## src/rtl/display_scanner_pkg.sv

```systemverilog
// display_scanner_pkg
// Shared constants for the 7-segment display scanner.
//   - NDIG_DEFAULT : default number of scanned digits
//   - OFF_LEVEL    : electrical level that turns an LED off (display is
//                    common-anode, so every output is active-low)
//   - SEG_*        : glyphs in {g,f,e,d,c,b,a} order, active-low
package display_scanner_pkg;

    localparam int NDIG_DEFAULT = 4;

    localparam logic OFF_LEVEL = 1'b1;

    localparam logic [6:0] SEG_0     = 7'h40;
    localparam logic [6:0] SEG_1     = 7'h79;
    localparam logic [6:0] SEG_2     = 7'h24;
    localparam logic [6:0] SEG_3     = 7'h30;
    localparam logic [6:0] SEG_4     = 7'h19;
    localparam logic [6:0] SEG_5     = 7'h12;
    localparam logic [6:0] SEG_6     = 7'h02;
    localparam logic [6:0] SEG_7     = 7'h78;
    localparam logic [6:0] SEG_8     = 7'h00;
    localparam logic [6:0] SEG_9     = 7'h10;
    localparam logic [6:0] SEG_DASH  = 7'h3F;
    localparam logic [6:0] SEG_BLANK = 7'h7F;

endpackage

```

## src/rtl/display_scanner_bcd_to_seg7.sv

```systemverilog
// bcd_to_seg7
// Purely combinational BCD to 7-segment decoder (active-low segments).
// Ports:
//   bcd : input  [3:0] digit value; 10..15 decode to a dash
//   seg : output [6:0] segments {g,f,e,d,c,b,a}, active-low
module bcd_to_seg7
    import display_scanner_pkg::*;
(
    input  logic [3:0] bcd,
    output logic [6:0] seg
);

    always_comb begin
        seg = SEG_DASH;
        case (bcd)
            4'd0:    seg = SEG_0;
            4'd1:    seg = SEG_1;
            4'd2:    seg = SEG_2;
            4'd3:    seg = SEG_3;
            4'd4:    seg = SEG_4;
            4'd5:    seg = SEG_5;
            4'd6:    seg = SEG_6;
            4'd7:    seg = SEG_7;
            4'd8:    seg = SEG_8;
            4'd9:    seg = SEG_9;
            default: seg = SEG_DASH;
        endcase
    end

endmodule

```

## src/rtl/display_scanner.sv

```systemverilog
// display_scanner
// Time-multiplexes NDIG BCD digits onto a common-anode 7-segment display.
// The divided square wave on tick_in is sampled as data; each rising edge
// advances the scan by one digit. Values are double buffered: loads land in
// a pending buffer that is copied to the display buffer only when the scan
// wraps, so a frame never shows a mix of old and new digits.
//
// Optional feature: define LEADING_ZERO_BLANK_EN to blank leading zeros
// (digit 0 is never blanked, blanked digits keep their anode and dp).
//
// Ports:
//   clock_in   : system clock, all logic on posedge
//   reset      : synchronous, active-high reset
//   tick_in    : divided clock, rising edge = advance one digit
//   value_in   : NDIG packed BCD digits, digit 0 in bits [3:0]
//   dp_in      : decimal-point request per digit
//   load_in    : strobe capturing value_in/dp_in into the pending buffer
//   anode_out  : active-low digit enables, one-hot-low while scanning
//   seg_out    : active-low segments {g,f,e,d,c,b,a}
//   dp_out     : active-low decimal point
//   frame_done : one-cycle pulse when the scan wraps to digit 0
module display_scanner
    import display_scanner_pkg::*;
#(
    parameter int NDIG = NDIG_DEFAULT,
    parameter int IDXW = 2
) (
    input  logic              clock_in,
    input  logic              reset,
    input  logic              tick_in,
    input  logic [4*NDIG-1:0] value_in,
    input  logic [NDIG-1:0]   dp_in,
    input  logic              load_in,
    output logic [NDIG-1:0]   anode_out,
    output logic [6:0]        seg_out,
    output logic              dp_out,
    output logic              frame_done
);

    logic              tick_q;
    logic              scanning;
    logic [IDXW-1:0]   idx;
    logic [4*NDIG-1:0] pend_value;
    logic [NDIG-1:0]   pend_dp;
    logic [4*NDIG-1:0] disp_value;
    logic [NDIG-1:0]   disp_dp;

    logic              step;
    logic              wrap;
    logic [IDXW-1:0]   next_idx;
    logic [4*NDIG-1:0] next_value;
    logic [NDIG-1:0]   next_dp;
    logic [3:0]        digit;
    logic              digit_dp;
    logic              digit_blank;
    logic [NDIG-1:0]   anode_next;
    logic [NDIG-1:0]   blank_mask;
    logic [6:0]        glyph;
    logic [6:0]        seg_next;

    // Step/wrap detection and next index. The first step after reset only
    // starts scanning on digit 0; it is not a wrap and does not advance idx.
    // Outputs are decoded from the buffer contents as they will be after
    // this edge, so the first digit of a new frame already shows new data.
    always_comb begin
        step       = tick_in & ~tick_q;
        wrap       = step & scanning & (idx == IDXW'(NDIG - 1));
        next_idx   = idx;
        next_value = disp_value;
        next_dp    = disp_dp;
        if (step) begin
            next_idx = (!scanning || wrap) ? '0 : idx + IDXW'(1);
        end
        if (wrap) begin
            if (load_in) begin
                next_value = value_in;
                next_dp    = dp_in;
            end else begin
                next_value = pend_value;
                next_dp    = pend_dp;
            end
        end
    end

`ifdef LEADING_ZERO_BLANK_EN
    // A digit is blank when it and every digit above it are zero.
    always_comb begin
        logic zero_run;
        zero_run   = 1'b1;
        blank_mask = '0;
        for (int k = NDIG - 1; k > 0; k--) begin
            zero_run      = zero_run & (next_value[4*k +: 4] == 4'd0);
            blank_mask[k] = zero_run;
        end
    end
`else
    assign blank_mask = '0;
`endif

    // Digit mux and one-hot-low anode for the upcoming index.
    always_comb begin
        digit       = 4'd0;
        digit_dp    = 1'b0;
        digit_blank = 1'b0;
        anode_next  = {NDIG{OFF_LEVEL}};
        for (int k = 0; k < NDIG; k++) begin
            if (next_idx == IDXW'(k)) begin
                digit         = next_value[4*k +: 4];
                digit_dp      = next_dp[k];
                digit_blank   = blank_mask[k];
                anode_next[k] = ~OFF_LEVEL;
            end
        end
    end

    bcd_to_seg7 u_decode (
        .bcd (digit),
        .seg (glyph)
    );

    always_comb begin
        seg_next = digit_blank ? SEG_BLANK : glyph;
    end

    // State and output registers; outputs only change on a step.
    always_ff @(posedge clock_in) begin
        if (reset) begin
            tick_q     <= 1'b1;
            scanning   <= 1'b0;
            idx        <= '0;
            pend_value <= '0;
            pend_dp    <= '0;
            disp_value <= '0;
            disp_dp    <= '0;
            anode_out  <= {NDIG{OFF_LEVEL}};
            seg_out    <= SEG_BLANK;
            dp_out     <= OFF_LEVEL;
            frame_done <= 1'b0;
        end else begin
            tick_q     <= tick_in;
            frame_done <= wrap;
            disp_value <= next_value;
            disp_dp    <= next_dp;
            if (load_in) begin
                pend_value <= value_in;
                pend_dp    <= dp_in;
            end
            if (step) begin
                scanning  <= 1'b1;
                idx       <= next_idx;
                anode_out <= anode_next;
                seg_out   <= seg_next;
                dp_out    <= ~digit_dp;
            end
        end
    end

endmodule
```

## config.mk

```make
export PLATFORM = sky130hd
export DESIGN_NAME = display_scanner
export DESIGN_NICKNAME = d
export VERILOG_FILES = /design/src/rtl/display_scanner_pkg.sv /design/src/rtl/display_scanner_bcd_to_seg7.sv /design/src/rtl/display_scanner.sv
export SDC_FILE = /design/constraint.sdc
export NUM_CORES = 1
export LEC_CHECK = 0
export CAP_MARGIN = 5
export CORE_UTILIZATION = 58
export DETAILED_ROUTE_END_ITERATION = 10
export GPL_TIMING_DRIVEN = 0
export HOLD_SLACK_MARGIN = 0.02
export PLACE_DENSITY = 0.84
export SETUP_SLACK_MARGIN = 0.1
export SYNTH_ARGS = -nofsm -noshare
export SYNTH_HDL_FRONTEND = slang
export SYNTH_SLANG_ARGS = --single-unit
export TNS_END_PERCENT = 100
```

## constraint.sdc

```tcl
create_clock -name clock_in -period 4.7 [get_ports clock_in]
set_input_delay 0.94 -clock clock_in [delete_from_list [all_inputs] [get_ports clock_in]]
set_output_delay 0.94 -clock clock_in [all_outputs]
set_load 0.02 [all_outputs]
```

Word-level counts from Yosys, hierarchy flattened
Memory sizes are Yosys's and may differ from the RTL's. A register that Yosys moved wholly into a read port is not among the register bits.
Cells that the tools add are included.
{ "classes": {"n_addsub": 1, "n_eq_ne": 4, "muxes": 18, "bitwise_logic": 5, "reduce_logical": 3} }
{ "op_table": {"columns": ["op", "n"], "rows": [
  ["two-way mux 16 bit", 2],
  ["two-way mux 4 bit", 6],
  ["two-way mux 1 bit", 8],
  ["== test 2 bit (second input constant)", 3],
  ["two-way mux 2 bit", 2],
  ["bitwise AND 1 bit", 3],
  ["adder 2 x 1 -> 2 bit (second input constant)", 1],
  ["== test 2 x 1 -> 1 bit (second input constant)", 1],
  ["logical NOT 2 bit", 1],
  ["inverter 1 bit", 2],
  ["logical NOT 1 bit", 1],
  ["logical OR 1 bit", 1]
]} }
{ "word_totals": {"register_bits": 50, "mem_bits_ro": 112, "inputBits": 24, "output_inout_bits": 13, "wordCells": 42, "mem_count": 1} }
{ "memory_table": {"columns": ["memory", "depth", "width", "rd", "rd_clocked_by_memory_dff", "write_ports", "line", "rtl"], "rows": [
  ["(no name shown)", 16, 7, 1, 1, 0, "display_scanner_bcd_to_seg7.sv:15", "case (bcd)"]
]} }

Logic depth before layout (Yosys ltp)
{ "logic_depth": {"word_depth": 13, "mapped_depth": 12, "depth_no_buf": 10} }

Cells and area by module
From an unflattened synthesis, not the netlist that was laid out.
{ "unflattened": {"cells_unflattened": 274, "area_unflattened_um2": 2473.6} }
{ "by_module_without_submodules": {"columns": ["mod", "n_inst", "cells_per_inst", "area_each_um2", "seq_area_each_um2"], "rows": [
  ["display_scanner", 1, 243, 2249.7, 1141.1],
  ["bcd_to_seg7", 1, 31, 224.0, 0.0]
]} }

Worst setup path after synthesis
Ideal clock, no wire load.
{ "synth_path": {"path_type": "in2reg", "startpoint": "input port load_in", "endpoint": "register seg_out[3]", "setup_time_ns": 0.062, "arrival_time_ns": 2.817, "slack_ns": 1.821, "stages": 11, "path_buffers": 2, "cell_sequence": "buf_6 > buf_2 > mux2_2 > mux2i_1 > mux2i_1 > mux2_2 > inv_1 > ha_1 > o211ai_1 > o2111ai_1 > nand3_1"} }
{ "synth_via": {"elab_chain_len": 6} }
{ "synth_rtl": {"columns": ["element", "line", "rtl"], "rows": [
  ["from (decl)", "display_scanner.sv:33", "input logic load_in,"],
  ["two-way mux 16 bit *", null, null],
  ["two-way mux 16 bit *", "display_scanner.sv:74", "if (wrap) begin"],
  ["two-way mux 4 bit (3 in a row)", "display_scanner.sv:107", "if (next_idx == IDXW'(k)) begin"],
  ["two-way mux 4 bit *", "display_scanner.sv:107", null],
  ["to (decl)", "display_scanner.sv:35", "output logic [6:0] seg_out,"]
]} }
Every way passes the cells marked *; elsewhere a longest branch is shown, timed or not.
A chain may end at the register's enable or synchronous reset.

Worst setup path after layout
Ends and elaborated chain as after synthesis.

==> metrics <==
highest clock rate approximately 290 MHz; DIE WIDTH 68.0 µm; CP endpoint kind register; post-synthesis compound-gate area fraction 0.130; Power Total 0.00105 W; post-route ant nets 0; first-pass GRT wire length around 8000 µm; die height between 60 and 70 µm; Hold Path Class register to register; Routability Congestion slightly below 0.9; initial antenna violation count 0; Startpoint Class input pin; Core Util, Final 0.767; wire per inst about 14 µm; mux cell area share after synthesis 0.187; final period utilization 0.740; combinational family with the most area after synthesis multiplexers; Rel. slew slack 0.640; synth top area cells dfxtp_1, mux2i_1, mux2_2, nor2_1, and2_1; Ys Warns 0; Worst-Skew Late Latency between 0.3 and 0.4 ns; IO Port Bufs 35; hold_buf cts 0; clk root buf clkbuf_8; crit path max fanout 10; # IOs 37; post-CTS setup buffer count 0; Distinct cells, synth 39; Initial Utilization 0.618; CP arrival around 3.8 ns; GRT overflow 0; detailed placer's ending HPWL approximately 3500 µm; aggregate global-route resource usage 0.240; pin count of the biggest net entering global routing 11; DRT Pass-1 Iters 5; H-tree levels 3; Diodes inserted 0; drt drc 0; syn avg cell area 10.1 µm²; Gate Count Post-Synth 251; Final min period between 3 and 4 ns; status finished clean; TNS Setup 0 ns; CTS tree yes; die area around 4600 µm²; Req. time, crit path between 4 and 5 ns; syn_nets approximately 280; cell area power density between 300 and 400 nW/µm²; Area growth, synth to finish 24.1%; Worst VDD drop around 0.00027 V; Tightest Pin Transition 0.540 ns; largest area contributor in the netlist dfxtp_1; Clock Pin Slew Worst Setup and Hold Paths 0.06 ns; synthesized cell area 2520 µm²; unrepaired setup endpoints after global routing no; number of cell rows 23; max_cap viols 0; final hold violation count 0; fraction of the yosys area taken by sequential cells 0.452; Final Max Tran Viols 0; skew final 0.00803 ns; Synth Area in Adders 0.0347; Layout Nets 328; leakage roughly 1.2 nW; Finish-stage setup viols 0; DR iter-0 viols 148; share of layout cells above drive strength 1 0.150; CTS max path bufs 2; Seq cells post-synth 57; via count just under 2000; top cell type's share of synthesized area 0.452; CORE AREA 4090 µm²; simple logic cell fraction of the synthesized area 0.148; post-synthesis xor/xnor area fraction 0; PostCTS Resize Cnt 0; total wire length between 4000 and 5000 µm; Vias per Instance ~5.5; via count of the first global-routing pass around 1800; CP Class input pin to register; # clock sinks 57; CTS Buf Count 9
-- cell type report --
type,count,area (µm²)
flip-flops and latches,57,1140
repair buffers,35,350
multi-input cells,169,1260
fillers,292,953
clock inverters,3,40.0
inverters,11,41.3
clock buffers,12,155
plain buffers,14,80.1
well taps,50,62.6
-- report_power, final --
part | switching [W] | leakage (nW) | internal, W | total, W
logic | 0.0000407 | 0.662 | 0.0000493 | 0.0000899
registers | 0.00000553 | 0.465 | 0.000499 | 0.000505
clock network | 0.000182 | 0.102 | 0.000269 | 0.000451
-- cell usage in the layout, fill, tap and decap left out, types with 3 or more instances in the layout --
cell type        instances
a21oi_1                  8
mux2i_1                 27
a211oi_1                 3
inv_1                   11
mux2_2                  16
o2111ai_1                4
clkbuf_1                 8
o211ai_1                 4
nor2_1                  35
dfxtp_1                 57
and2_1                  17
clkdlybuf4s50_1         35
nand2_1                 17
ha_1                     7
buf_4                    3
nand3_1                  3
o21ai_0                  6
clkbuf_8                11
-- worst max-delay path: stages --
cell and delay [ns]:
clkdlybuf4s50_1 0.50, buf_6 0.15, buf_2 0.28, mux2_2 0.38
mux2i_1 0.22, mux2i_1 0.10, mux2_2 0.34, inv_1 0.12
ha_1 0.25, o211ai_1 0.17, o2111ai_1 0.19, nand3_1 0.11
-- metrics by stage --
step / setup slack (ns) / instances / hold slack (ns) / area (µm²)
2_1_floorplan: 1.82 / 251 / 0.451 / 2520
6_report: 1.22 / 351 / 0.471 / 3130
3_5_place_dp: 0.924 / 336 / 0.455 / 2940
4_1_cts: 1.26 / 351 / 0.476 / 3130
5_1_grt: 1.09 / 351 / 0.505 / 3130
3_3_place_gp: 0.964 / 336 / 0.456 / 2940
-- state kept, by name, indices dropped and copies added, names as in the netlist, 2 cells and up --
| signal | cells |
|---|---|
| idx | 2 |
| disp_value | 16 |
| pend_dp | 4 |
| pend_value | 16 |
| disp_dp | 4 |
| seg_out | 7 |
| anode_out | 4 |
-- synthesized netlist by cell type --
cell type	instances
a211o_4	1
a211oi_1	3
a21oi_1	8
a22oi_2	1
a32o_1	1
a32oi_1	1
and2_1	17
and4b_1	1
and4bb_4	1
buf_1	1
buf_2	1
buf_4	3
buf_6	2
clkbuf_1	7
dfxtp_1	57
ha_1	7
inv_1	11
mux2_2	16
mux2i_1	27
mux2i_4	1
nand2_1	17
nand2b_1	2
nand3_1	3
nor2_1	35
nor2b_1	2
o2111a_1	1
o2111ai_1	4
o211ai_1	4
o21a_1	1
o21ai_0	6
o21ai_1	1
o21ai_2	1
o21bai_1	1
o31ai_1	1
o31ai_4	1
o32ai_1	1
o32ai_2	1
o32ai_4	1
or2_2	1
-- worst paths after layout --
kind                                                 from                   endpoint  slack (ns)  cells past startpoint
worst max-delay path                              load_in    seg_out[3]$_SDFFE_PP1N_        1.22                     12
worst min-delay path            anode_out[0]$_SDFFE_PP1N_  anode_out[0]$_SDFFE_PP1N_        0.47                      2
worst min register to register  anode_out[0]$_SDFFE_PP1N_  anode_out[0]$_SDFFE_PP1N_        0.47                      2
worst max register to register        idx[1]$_SDFFE_PP0N_    seg_out[3]$_SDFFE_PP1N_        1.80                     12
-- routing by layer --
| metal | share of wire | wire [µm] | track usage | vias to the layer above |
|---|---|---|---|---|
| li1 | - | - | - | 960 |
| met1 | 0.47 | 2320 | 0.306 | 902 |
| met2 | 0.47 | 2320 | 0.371 | 52 |
| met3 | 0.055 | 276 | 0.0600 | 8 |
| met4 | 0.013 | 63 | 0.125 | 0 |
| met5 | 0 | 0 | 0 | - |
-- cells by family after synthesis --
group / after synthesis
buffers and inverters: 25
adders and majority gates: 7
DFF: 57
and+or+nand+nor: 79
AOI/OAI and AO/OA: 39
muxes: 44
No activity file was read; power rests on OpenSTA's default activity.
